File: src/rtl/arg_serializer.sv
// arg_serializer: formats one signed argument as "<title>[-]<digits><sep>" and
// hands it, one character per write handshake, to a downstream character writer.
module arg_serializer #(
    parameter int          NUM_BITS = 16,
    parameter logic [7:0]  SEP_CHAR = 8'h20
) (
    input  logic                clk,
    input  logic                reset,
    input  logic                clk_en,
    input  logic                trigger,
    input  logic [7:0]          arg_title,
    input  logic [NUM_BITS-1:0] num,
    output logic                rdy,
    output logic                done,
    output logic [7:0]          char_out,
    output logic                wr_trigger,
    input  logic                wr_rdy,
    input  logic                wr_done,
    input  logic                is_full
);
    localparam int DIGITS = (NUM_BITS*3+9)/10;
    localparam int BW     = 4*DIGITS;
    localparam int DW     = $clog2(DIGITS);
    localparam int CW     = $clog2(NUM_BITS+1);

    typedef enum logic [2:0] {IDLE, LOAD, CONVERT, SEND, WAIT_WR, DONE} state_t;
    typedef enum logic [1:0] {C_TITLE, C_SIGN, C_DIGIT, C_SEP} chr_t;

    state_t              state, state_nx;
    chr_t                idx;
    logic [7:0]          title, char_cur;
    logic [NUM_BITS-1:0] num_r, mag, mag_nx;
    logic [BW-1:0]       bcd, bcd_adj, bcd_nx;
    logic [CW-1:0]       cnt;
    logic [DW-1:0]       dig, top;
    logic [3:0]          nib;
    logic                neg, go;

    assign go = wr_rdy && !is_full;

    for (genvar i = 0; i < DIGITS; i++) begin : g_adj
        assign bcd_adj[4*i +: 4] = bcd[4*i +: 4] >= 4'd5 ? bcd[4*i +: 4] + 4'd3 : bcd[4*i +: 4];
    end
    assign {bcd_nx, mag_nx} = {bcd_adj, mag} << 1;

    // highest non-zero nibble of the finished conversion; zero yields nibble 0
    always_comb begin
        top = '0;
        for (int j = 0; j < DIGITS; j++)
            if (bcd_nx[4*j +: 4] != 4'd0) top = DW'(j);
    end

    assign nib      = bcd[{dig, 2'b00} +: 4];
    assign char_cur = idx == C_TITLE ? title :
                      idx == C_SIGN  ? 8'h2D :
                      idx == C_DIGIT ? {4'h3, nib} : SEP_CHAR;

    assign rdy        = !reset && state == IDLE;
    assign done       = !reset && state == DONE;
    assign wr_trigger = !reset && state == SEND && go;
    assign char_out   = (state == SEND || state == WAIT_WR) ? char_cur : 8'h00;

    always_ff @(posedge clk)
        if (reset) state <= IDLE;
        else if (clk_en) state <= state_nx;

    always_comb begin
        state_nx = state;
        case (state)
            IDLE:    state_nx = trigger ? LOAD : IDLE;
            LOAD:    state_nx = CONVERT;
            CONVERT: state_nx = cnt == CW'(1) ? SEND : CONVERT;
            SEND:    state_nx = go ? WAIT_WR : SEND;
            WAIT_WR: state_nx = !wr_done ? WAIT_WR : idx == C_SEP ? DONE : SEND;
            DONE:    state_nx = IDLE;
            default: state_nx = IDLE;
        endcase
    end

    always_ff @(posedge clk)
        if (reset) begin
            title <= '0;
            num_r <= '0;
            neg   <= 1'b0;
            mag   <= '0;
            bcd   <= '0;
            cnt   <= '0;
            dig   <= '0;
            idx   <= C_TITLE;
        end else if (clk_en) begin
            case (state)
                IDLE: if (trigger) begin
                    title <= arg_title;
                    num_r <= num;
                end
                LOAD: begin
                    neg <= num_r[NUM_BITS-1];
                    mag <= num_r[NUM_BITS-1] ? -num_r : num_r;
                    bcd <= '0;
                    cnt <= CW'(NUM_BITS);
                    idx <= C_TITLE;
                end
                CONVERT: begin
                    bcd <= bcd_nx;
                    mag <= mag_nx;
                    cnt <= cnt - 1'b1;
                    if (cnt == CW'(1)) dig <= top;
                end
                WAIT_WR: if (wr_done)
                    case (idx)
                        C_TITLE: idx <= neg ? C_SIGN : C_DIGIT;
                        C_SIGN:  idx <= C_DIGIT;
                        C_DIGIT: if (dig == '0) idx <= C_SEP;
                                 else dig <= dig - 1'b1;
                        default: ;
                    endcase
                default: ;
            endcase
        end
endmodule

File: config.mk
export PLATFORM = sky130hd
export DESIGN_NAME = arg_serializer
export DESIGN_NICKNAME = d
export VERILOG_FILES = /design/src/rtl/arg_serializer.sv
export SDC_FILE = /design/constraint.sdc
export NUM_CORES = 1
export LEC_CHECK = 0
export ABC_CLOCK_PERIOD_IN_PS = 2400
export CORE_MARGIN = 1.5
export CORE_UTILIZATION = 35
export CTS_CLUSTER_DIAMETER = 50
export CTS_CLUSTER_SIZE = 8
export DETAILED_ROUTE_END_ITERATION = 8
export PLACE_DENSITY = 0.62
export SKIP_CTS_REPAIR_TIMING = 1
export SLEW_MARGIN = 20
export SYNTH_ARGS = -nofsm -noshare
export SYNTH_HDL_FRONTEND = slang
export SYNTH_SLANG_ARGS = --single-unit
File: constraint.sdc
create_clock -name clk -period 2.4 [get_ports clk]
set_input_delay 0.48 -clock clk [delete_from_list [all_inputs] [get_ports clk]]
set_output_delay 0.48 -clock clk [all_outputs]
set_load 0.02 [all_outputs]
== Yosys cells after proc, flatten, opt, wreduce, memory -nomap -nowiden ==
Index checks and enable logic that the tools add are counted.

* Register bits after elaboration: 74
* Input bits: 31
* Output and inout bits: 11
* Word-level logic and storage cells: 94

* Add/sub/neg operators: 8
* Order comparisons: 5
* Equal/unequal tests: 15
* Shift operators: 1
* Mux-type cells: 33
* Reduce and logical (&&, ||, !) cells: 23

{| class="wikitable"
|+ Operators by type and width
! kind !! count
|-
| $pmux W20 S2 || 1
|-
| $pmux W16 S2 || 1
|-
| $mux W3 || 10
|-
| $ge A4 B3 Y1 const B || 5
|-
| $shiftx A20 B6 Y4 || 1
|-
| $add A4 B2 Y4 const B || 4
|-
| $mux W16 || 1
|-
| $mux W4 || 4
|-
| $mux W8 || 2
|-
| $neg A16 Y16 || 1
|-
| $reduce_bool A4 Y1 || 4
|-
| $pmux W3 S5 || 1
|-
| $mux W5 || 2
|-
| $pmux W5 S2 || 1
|-
| $mux W2 || 4
|-
| $ne A2 B2 Y1 const B || 4
|-
| $eq A3 B2 Y1 const B || 2
|-
| $eq A3 B3 Y1 const B || 2
|-
| $logic_not A3 Y1 || 2
|-
| $pmux W2 S3 || 1
|-
| $pmux W3 S2 || 1
|-
| $reduce_and A6 Y1 || 1
|-
| $reduce_bool A2 Y1 || 3
|-
| $eq A5 B1 Y1 const B || 1
|-
| other kinds (17) || 26
|}

== Depth between registers and ports, before layout ==
Gate-level depths: netlist of the first run.

* Depth in word-level cells: 9
* Mapped depth: 8
* Mapped depth without buffers: 7

== Least setup slack after synthesis of the first run ==
No wires, ideal clock.

* Path type: reg-to-output
* From: register dig[0]
* To: output port char_out[0]
* Arrival: 1762 ps
* Required time: 1920 ps
* Setup slack: 158 ps
* Stages on the path, launching flop included: 6
* Path buffers: 1
* Cell sequence: dfxtp_1 buf_2 mux4_2 nor2_1 o21ai_0 a221oi_1

* Word-level cells in the longest chain between the ends: 5

{| class="wikitable"
|+ RTL lines
! element !! RTL line !! source
|-
| start: declaration || 35 || <nowiki>logic [DW-1:0] dig, top;</nowiki>
|-
| start signal: assignment || 107 || <nowiki>if (cnt == CW'(1)) dig <= top;</nowiki>
|-
| start signal: assignment || 114 || <nowiki>else dig <= dig - 1'b1;</nowiki>
|-
| $shiftx A20 B6 Y4 || 53 || <nowiki>assign nib = bcd[{dig, 2'b00} +: 4];</nowiki>
|-
| $mux W5 || 56 || <nowiki>idx == C_DIGIT ? {4'h3, nib} : SEP_CHAR;</nowiki>
|-
| $mux W5 || 55 || <nowiki>idx == C_SIGN ? 8'h2D :</nowiki>
|-
| $mux W8 || 54 || <nowiki>assign char_cur = idx == C_TITLE ? title :</nowiki>
|-
| $mux W8 || 61 || <nowiki>assign char_out = (state == SEND || state == WAIT_WR) ? char_cur : 8'h00;</nowiki>
|-
| end: declaration || 15 || <nowiki>output logic [7:0] char_out,</nowiki>
|}

Every way passes these cells.

== Worst setup path after layout of the first run ==
* From: register dig[0]
* To: output port char_out[3]

The elaborated chain is that of the path after synthesis.

==> impl_metrics.toml, run 1 <==
[outcome]
outcome = "complete, but fails checks"
violations = "setup timing"

[placed_design]
place_congestion = 0.839
dp_hpwl_mm = 7.92
pre_cts_ws_ps = -207
portBuffers = 41
dp_cells = 737

[power_and_ir_drop]
powerDensity_nw_per_um2 = 538
p_leak_nw = 2.15
p_seq_frac = 0.441
pwr-share-clk = 0.433
irDropWorstVdd_mv = 0.252
swShare = 0.246
p_sw_mw = 0.722
p_int_mw = 2.21
combPwrFrac = 0.125

[sta]
fin_crit_sh = 1.00
fin_worst_skew_ps = 7.14
slew_headroom = 0.619
period_needed_ps = 2410
max_freq_mhz = 416
fin_ws_ps = -5.88
finalHoldViolations = 0
rsz0062_at_grt = "yes"
finalSetupViolCount = 1
worst_pin_slew_ps = 571
slew_violations = 0

[logic_synthesis]
syn-num-nets = 586
yosys.area.top_type = "dfxtp_1"
syn_area_um2 = 4290
synth_area_leaders = "dfxtp_1 (35%), a21oi_1 (7.1%), nand2_1 (6.6%)"
seq_area_frac_synth = 0.345
synth_edf_count = 0
avgSynthCellArea_um2 = 8.01
yosys_warnings = 0
yosys_most_used_dff = "dfxtp_1"
yosys_register_bits = 74
postSynthCellCount = 536
synthDistinctLibCells = 65
netlist.area_leader.share = 0.345
async_flop_share = 0

[grt]
grtUsageMet1 = 0.236
top_usage_layer = "met2"
grt_max_degree = 50
grt_pass1_vias = 3819
grt_overflow_total = 0
antenna_found_initial = 0
grt_pass1_wl_mm = 18.2
grt_use_total = 0.174
grt_use_met2 = 0.276
met3_usage = 0.0313

[critical_path]
end_kind = "output pin"
crit_fanout = 6
cpMaxStageDelayCell = "mux4_2"
path_delay_family = "multiplexers"
cp-start-kind = "flop"
cp.buffers_inverters = 2
crit_chain = "buf_6 -> mux4_2 -> and2_1 -> o21ai_1 -> a221oi_1 -> clkbuf_2"
cp.required_ps = 1920
cpPeakStageDelay_ps = 490
reg2reg_slack_ps = 350
path_class = "reg -> out"
crit_arrival_ps = 1930

[floorplanning]
ios = 42
row_count = 40
start_util = 0.359
die-height_um = 114
core_um2 = 12000
dieArea_um2 = 12900
die_w_um = 114

[cts]
cts_max_level = 3
cts_tree = "built"
clock_sinks = 74
clkSlewWorstSetupHoldPaths_ps = 60
clockBufferDepth = 2
root_buffer = "clkbuf_16"
cts_buffers = 9
clk_latency_ps = 330

[routing]
routed_wl_mm = 10.8
viasPerCell = 5.29
vias = 3991
firstDrtPassIters = 4
drtIter0Drc = 280
wl_per_cell_um = 14.3
detail-route-antenna-nets = 0
drc_errors = 0

[final_layout]
post-route-util = 0.456
fin_nets = 652
drive_above_1_share = 0.150
area_growth_pct = 27.1
stdcell_count = 754
antenna_cells = 0

[flow_run]
maxCapViolations = 0

[worst_hold_path]
min_path_type = "reg -> reg"
tightest hold or removal path, cell delays in order (launching register included):
cell	delay (ps)
dfxtp_1	300
nand2_1	50
a21oi_1	50
stage by stage:
step                power, mW  hold WS (ps)  area, um2  TNS [ps]
detailed placement       1.68           447       5130      -695
floorplan                1.53           432       4290         0
global placement         1.68           438       5130      -614
finish                   2.94           451       5450     -5.88
CTS                      2.96           455       5420     -2860
global route             3.07           473       5450      -214
state kept, by name, summed over array words and instances (netlist names):
name / count
mag: 16
bcd: 20
neg: 1
idx: 2
cnt: 5
dig: 3
title: 8
num_r: 16
state: 3
synth_stat cells, types with 3 or more instances:
cell       count
and3_1         4
nor2b_1        6
nor3_1         6
a2bb2oi_1      4
nand3b_1       5
a221oi_1       6
a21oi_1       61
nand3_1        6
dfxtp_1       74
o31ai_1        5
and2_1         4
clkbuf_1      26
nor2_1        45
mux4_2         4
buf_2          5
nor4_1         3
ha_1          19
inv_1         26
or3_1          6
a211oi_1       9
o211ai_1       3
o21ai_0       20
mux2i_1        6
xnor2_1        9
xor2_1        11
a21boi_0       3
a22oi_1       15
nor3b_1        6
nand2b_1      14
o22ai_1        5
a211o_1        4
nand2_1       76
layout make-up:
type,count,area (um2)
sequential,74,1480
fill,1204,6510
tap,147,184
multi-input combinational,403,2610
clock buffer,14,274
timing repair buffer,88,797
inverter,26,97.6
clock inverter,2,10.0
metal layers:
layer | vias to the layer above | wire length [um]
li1 | 2033 | -
met1 | 1876 | 5250
met2 | 76 | 5050
met3 | 6 | 337
met4 | 0 | 124
met5 | - | 0
cells in the final DEF, fill, tap and decap left out, types with 11 or more instances in the layout:
cell             Yosys  final
nand2_1             76     76
o21ai_0             20     17
clkdlybuf4s50_1      0     30
nand2b_1            14     14
buf_4                1     44
nor2_1              45     43
a22oi_1             15     15
dfxtp_1             74     73
a21oi_1             61     60
inv_1               26     26
ha_1                19     19
xor2_1              11     11
kinds of logic (layout without fill, tap and decap cells):
group,count (synthesis),after routing,synth area share
AO/OA/AOI/OAI,155,155,0.237
AND/OR/NAND/NOR,198,198,0.230
flip-flops,74,74,0.345
adder cells (fa/ha/maj),19,19,0.0554
multiplexers,11,11,0.0376
XOR/XNOR,20,20,0.0408
buffers and inverters,59,130,0.0539
power groups by stage:
| stage | Sequential (mW) | Combinational, mW | Clock (mW) |
|---|---|---|---|
| finish | 1.30 | 0.367 | 1.27 |
| global route | 1.30 | 0.407 | 1.37 |
| CTS | 1.29 | 0.366 | 1.30 |
| detailed placement | 1.32 | 0.363 | 0 |
| global placement | 1.32 | 0.357 | 0 |
| floorplan | 1.31 | 0.225 | 0 |
worst paths after layout:
check / start / to / cells past startpoint
worst max-delay path: dig[0] / char_out[3] / 6
worst min-delay path: neg / neg / 2
worst max register to register: bcd[5] / dig[0] / 8
worst min register to register: neg / neg / 2
Note: power is estimated with default switching activity, not from simulation.
==> inputs of run 2 (changes only) <==
- CORE_ASPECT_RATIO: default -> 0.5
==> run 2 against run 1 <==
Effect of this change:
- the run still ends with setup timing left
- final cell count grew 2.8%
- clock power about the same
- register-to-register slack got worse by 40 ps
- fmax is 3.1% lower
- sequential share of layout area barely moved
- flip-flop and latch count stayed put
- non-clock buffer count rose by 3
- power rose by 0.59%
- wire length up 0.32%
- die area increased by 0.32%
- clock skew grew 1.2 ps
==> impl_metrics.toml, run 2 (synthesis gave the netlist of run 1 again) <==
[cts]
clockBufferDepth = 2
cts_buffers = 9
cts_max_level = 3
clk_latency_ps = 350
clkSlewWorstSetupHoldPaths_ps = 50
cts_tree = "built"
clock_sinks = 74
root_buffer = "clkbuf_16"

[sta]
fin_ws_ps = -82.7
max_freq_mhz = 403
fin_crit_sh = 1.03
finalSetupViolCount = 3
worst_pin_slew_ps = 606
period_needed_ps = 2480
slew_headroom = 0.595
slew_violations = 0
setup_tns_ps = -166
rsz0062_at_grt = "yes"
finalHoldViolations = 0
fin_worst_skew_ps = 8.32

[final_layout]
seq_area_um2 = 1480
antenna_cells = 0
area_growth_pct = 27.1
largest_reg_flops = 20
multiInputGateArea_um2 = 2610
drive_above_1_share = 0.151
final_common_cell = "nand2_1"
fin_area_um2 = 5460
layout_common_cells = "nand2_1 (76), dfxtp_1 (73), a21oi_1 (60), buf_4 (50), nor2_1 (43)"
reg_top3 = "bcd: 20 flops, mag: 16 flops, num_r: 16 flops"
nFillCells = 1189
fin_nets = 655
largest_register = "bcd"

[routing]
wl_per_cell_um = 13.9
viasPerCell = 5.10
vias = 3950
detail-route-antenna-nets = 0
drc_errors = 0
routed_wl_mm = 10.8
firstDrtPassIters = 4
drtIter0Drc = 323

[grt]
grt_max_degree = 47
grt_pass1_wl_mm = 17.4
grt_use_met2 = 0.283
grt_overflow_total = 0
grtUsageMet1 = 0.221
top_usage_layer = "met2"
grt_use_total = 0.168
antenna_found_initial = 0
met3_usage = 0.0337
grt_pass1_vias = 3509

[floorplanning]
row_count = 28
dieArea_um2 = 13000
ios = 42
die-height_um = 81.3
core_um2 = 11900
start_util = 0.361
die_w_um = 160

[critical_path]
end_kind = "output pin"
reg2reg_slack_ps = 310
cp.required_ps = 1920
cp-start-kind = "flop"
crit_fanout = 8
path_class = "reg -> out"
crit_arrival_ps = 2000

[placed_design]
portBuffers = 41
post_dp_cell_area_um2 = 5140
dp_hpwl_mm = 7.83
place_congestion = 0.858

[flow_run]
maxCapViolations = 0

[power_and_ir_drop]
p_leak_nw = 2.12
powerDensity_nw_per_um2 = 541
irDropWorstVdd_mv = 0.378

[outcome]
violations = "setup timing"
outcome = "complete, but fails checks"

[worst_hold_path]
min_path_type = "in -> reg"
[run 2: final timing paths]
path | from | endpoint | cells past startpoint
worst min register to register | title[6] | title[6] | 2
worst max register to register | bcd[9] | dig[1] | 8
worst min-delay path | reset | cnt[0] | 2
worst max-delay path | state[2] | char_out[7] | 4
[run 2: area by class of cell]
class                      count  share of cell area
inverter                      26              0.0179
tap                          165              0.0378
clock buffer                  13              0.0477
timing repair buffer          91               0.143
sequential                    74               0.272
clock inverter                 3             0.00436
multi-input combinational    403               0.478
[run 2: metrics by stage]
| step | hold WS, ps | setup WS (ps) | total power, mW | instances | util |
|---|---|---|---|---|---|
| 2_1_floorplan | 432 | 158 | 1.53 | 536 | - |
| 3_3_place_gp | 441 | -99.0 | 1.67 | 758 | 0.433 |
| 3_5_place_dp | 447 | -105 | 1.68 | 758 | 0.433 |
| 4_1_cts | 384 | -484 | 2.98 | 774 | 0.457 |
| 5_1_grt | 405 | -150 | 3.05 | 775 | 0.459 |
| 6_report | 393 | -82.7 | 2.95 | 775 | 0.459 |
[run 2: power by group]
group / switching [mW] / leakage, nW / internal (mW)
clock network: 0.542 / 0.132 / 0.759
registers: 0.0354 / 0.600 / 1.26
logic: 0.194 / 1.39 / 0.162
total: 0.771 / 2.12 / 2.18
[run 2: routing by layer]
metal | wire length (um) | part of all wire
met5 | 0 | 0
met4 | 121 | 0.011
met3 | 305 | 0.028
met2 | 5060 | 0.47
met1 | 5310 | 0.49
[run 2: worst max-delay path, stage by stage (launching register included)]
cell and delay, ps:
dfxtp_1 410, nor3b_2 310, a21oi_4 100, and3b_1 230, clkdlybuf4s50_1 610
==> inputs of run 3 (changes only) <==
- CTS_BUF_LIST: default -> sky130_fd_sc_hd__clkbuf_8
==> run 3 against run 2 <==
Effect of this change:
- the flow still finishes with violations (setup timing)
- wire length fell by 0.77%
- global-route usage barely moved
- setup slack got worse by 10 ps
- sequential share of layout area rose by 0.46 points
- first-iteration DRC count fell by 4.3%
- die area did not move
- via count fell by 0.66%
- register-to-register slack barely moved
- largest power group unchanged
==> impl_metrics.toml, run 3 (synthesis gave the netlist of run 1 again) <==
[placed_design]
portBuffers = 41
dp_cells = 758
place_congestion = 0.858
dp_hpwl_mm = 7.83

[floorplanning]
die-height_um = 81.3
row_count = 28
die_w_um = 160
core_um2 = 11900
dieArea_um2 = 13000
ios = 42
start_util = 0.361

[critical_path]
rr_worst_depth = 8
r2r-end = "dig[0]"
cp-start-kind = "flop"
reg2reg_slack_ps = 310
crit_arrival_ps = 2010
timing.critical_path.from = "state[2]"
end_kind = "output pin"
crit_fanout = 8
cp.required_ps = 1920
reg2reg_from = "bcd[5]"
path_class = "reg -> out"

[sta]
holdWs_ps = 369
slew_violations = 0
max_freq_mhz = 401
rsz0062_at_grt = "yes"
finalSetupViolCount = 4
fin_worst_skew_ps = 10.9
fin_crit_sh = 1.04
worst_pin_slew_ps = 586
period_needed_ps = 2490
finalHoldViolations = 0
fin_ws_ps = -93.2
slew_headroom = 0.609

[final_layout]
fin_nets = 655
nFillCells = 1197
drive_above_1_share = 0.154
reg_top3 = "bcd: 20 flops, mag: 16 flops, num_r: 16 flops"
largest_register = "bcd"
seq_area_um2 = 1480
final_common_cell = "nand2_1"
multiInputGateArea_um2 = 2610
area_growth_pct = 25.0
antenna_cells = 0
stdcell_count = 775
largest_reg_flops = 20
layout_common_cells = "nand2_1 (76), dfxtp_1 (73), a21oi_1 (60), buf_4 (49), nor2_1 (43)"

[flow_run]
maxCapViolations = 0

[routing]
drc_errors = 0
drt-met1-wl_mm = 5.17
firstDrtPassIters = 4
viasPerCell = 5.06
wl_met3_um = 405
detail-route-antenna-nets = 0
top_layer = "met4"
wl_per_cell_um = 13.8
drtIter0Drc = 309
routed_wl_mm = 10.7
route.met2.wl_mm = 4.99
vias = 3924

[power_and_ir_drop]
power_mw = 2.57
powerDensity_nw_per_um2 = 478
p_leak_nw = 2.08
irDropWorstVdd_mv = 0.264

[grt]
grt_use_total = 0.168
grt_max_degree = 47
antenna_found_initial = 0
grt_overflow_total = 0
grt_pass1_vias = 3496
grt_pass1_wl_mm = 17.3

[cts]
clkSlewWorstSetupHoldPaths_ps = 70
clock_sinks = 74
cts_buffers = 9
clk_latency_ps = 370
clockBufferDepth = 2
cts_max_level = 3
root_buffer = "clkbuf_8"
cts_tree = "built"

[outcome]
violations = "setup timing"
outcome = "complete, but fails checks"

[worst_hold_path]
hp-start = "reset"
min_path_type = "in -> reg"
min_path_cells = 2
min_to = "cnt[0]"
==> run 3: cell types whose count changed in the layout (fill, tap and decap cells not counted) <==
cell,before,now
clkbuf_8,2,11
inv_1,26,28
buf_4,50,49
and2_4,0,1
o21ai_2,0,1
clkbuf_1,2,0
buf_6,1,2
o21ai_1,3,2
clkbuf_16,9,0
and2_1,4,3
==> run 3: layout make-up <==
class                      count  share of cell area
timing repair buffer          91               0.146
sequential                    74               0.276
multi-input combinational    403               0.487
clock inverter                 5             0.00583
tap                          165              0.0385
inverter                      26              0.0182
clock buffer                  11              0.0282
==> run 3: worst max-delay path: stages (launching register included) <==
cell and delay (ps):
dfxtp_1 410, nor3b_2 300, a21oi_4 100, and3b_1 230, clkdlybuf4s50_1 610
==> run 3: per-stage QoR <==
step	utilization	area, um2	setup slack (ps)	setup TNS (ps)
3_3_place_gp	0.433	5140	-99.0	-423
4_1_cts	0.448	5320	-519	-3550
2_1_floorplan	-	4290	158	0
6_report	0.452	5370	-93.2	-204
3_5_place_dp	0.433	5140	-105	-448
5_1_grt	0.452	5370	-183	-712
==> run 3: how the worst max path moves through the flow <==
| stage | end | cells past startpoint |
|---|---|---|
| 3_5_place_dp | char_out[1] | 6 |
| 5_1_grt | char_out[6] | 4 |
| 2_1_floorplan | char_out[0] | 5 |
| 3_3_place_gp | char_out[2] | 6 |
| 4_1_cts | char_out[2] | 6 |
| 6_report | char_out[7] | 4 |
==> run 3: layer usage <==
metal  track usage  vias to the layer above
met1         0.220                     1814
li1              -                     2037
met5             0                        -
met4        0.0509                        0
met2         0.283                       58
met3        0.0352                       15
==> run 3: where the power goes <==
part           total (mW)  switching, mW  internal (mW)  leakage, nW
logic               0.355          0.193          0.162         1.39
clock network       0.915          0.489          0.426       0.0942
registers            1.29         0.0351           1.26        0.600
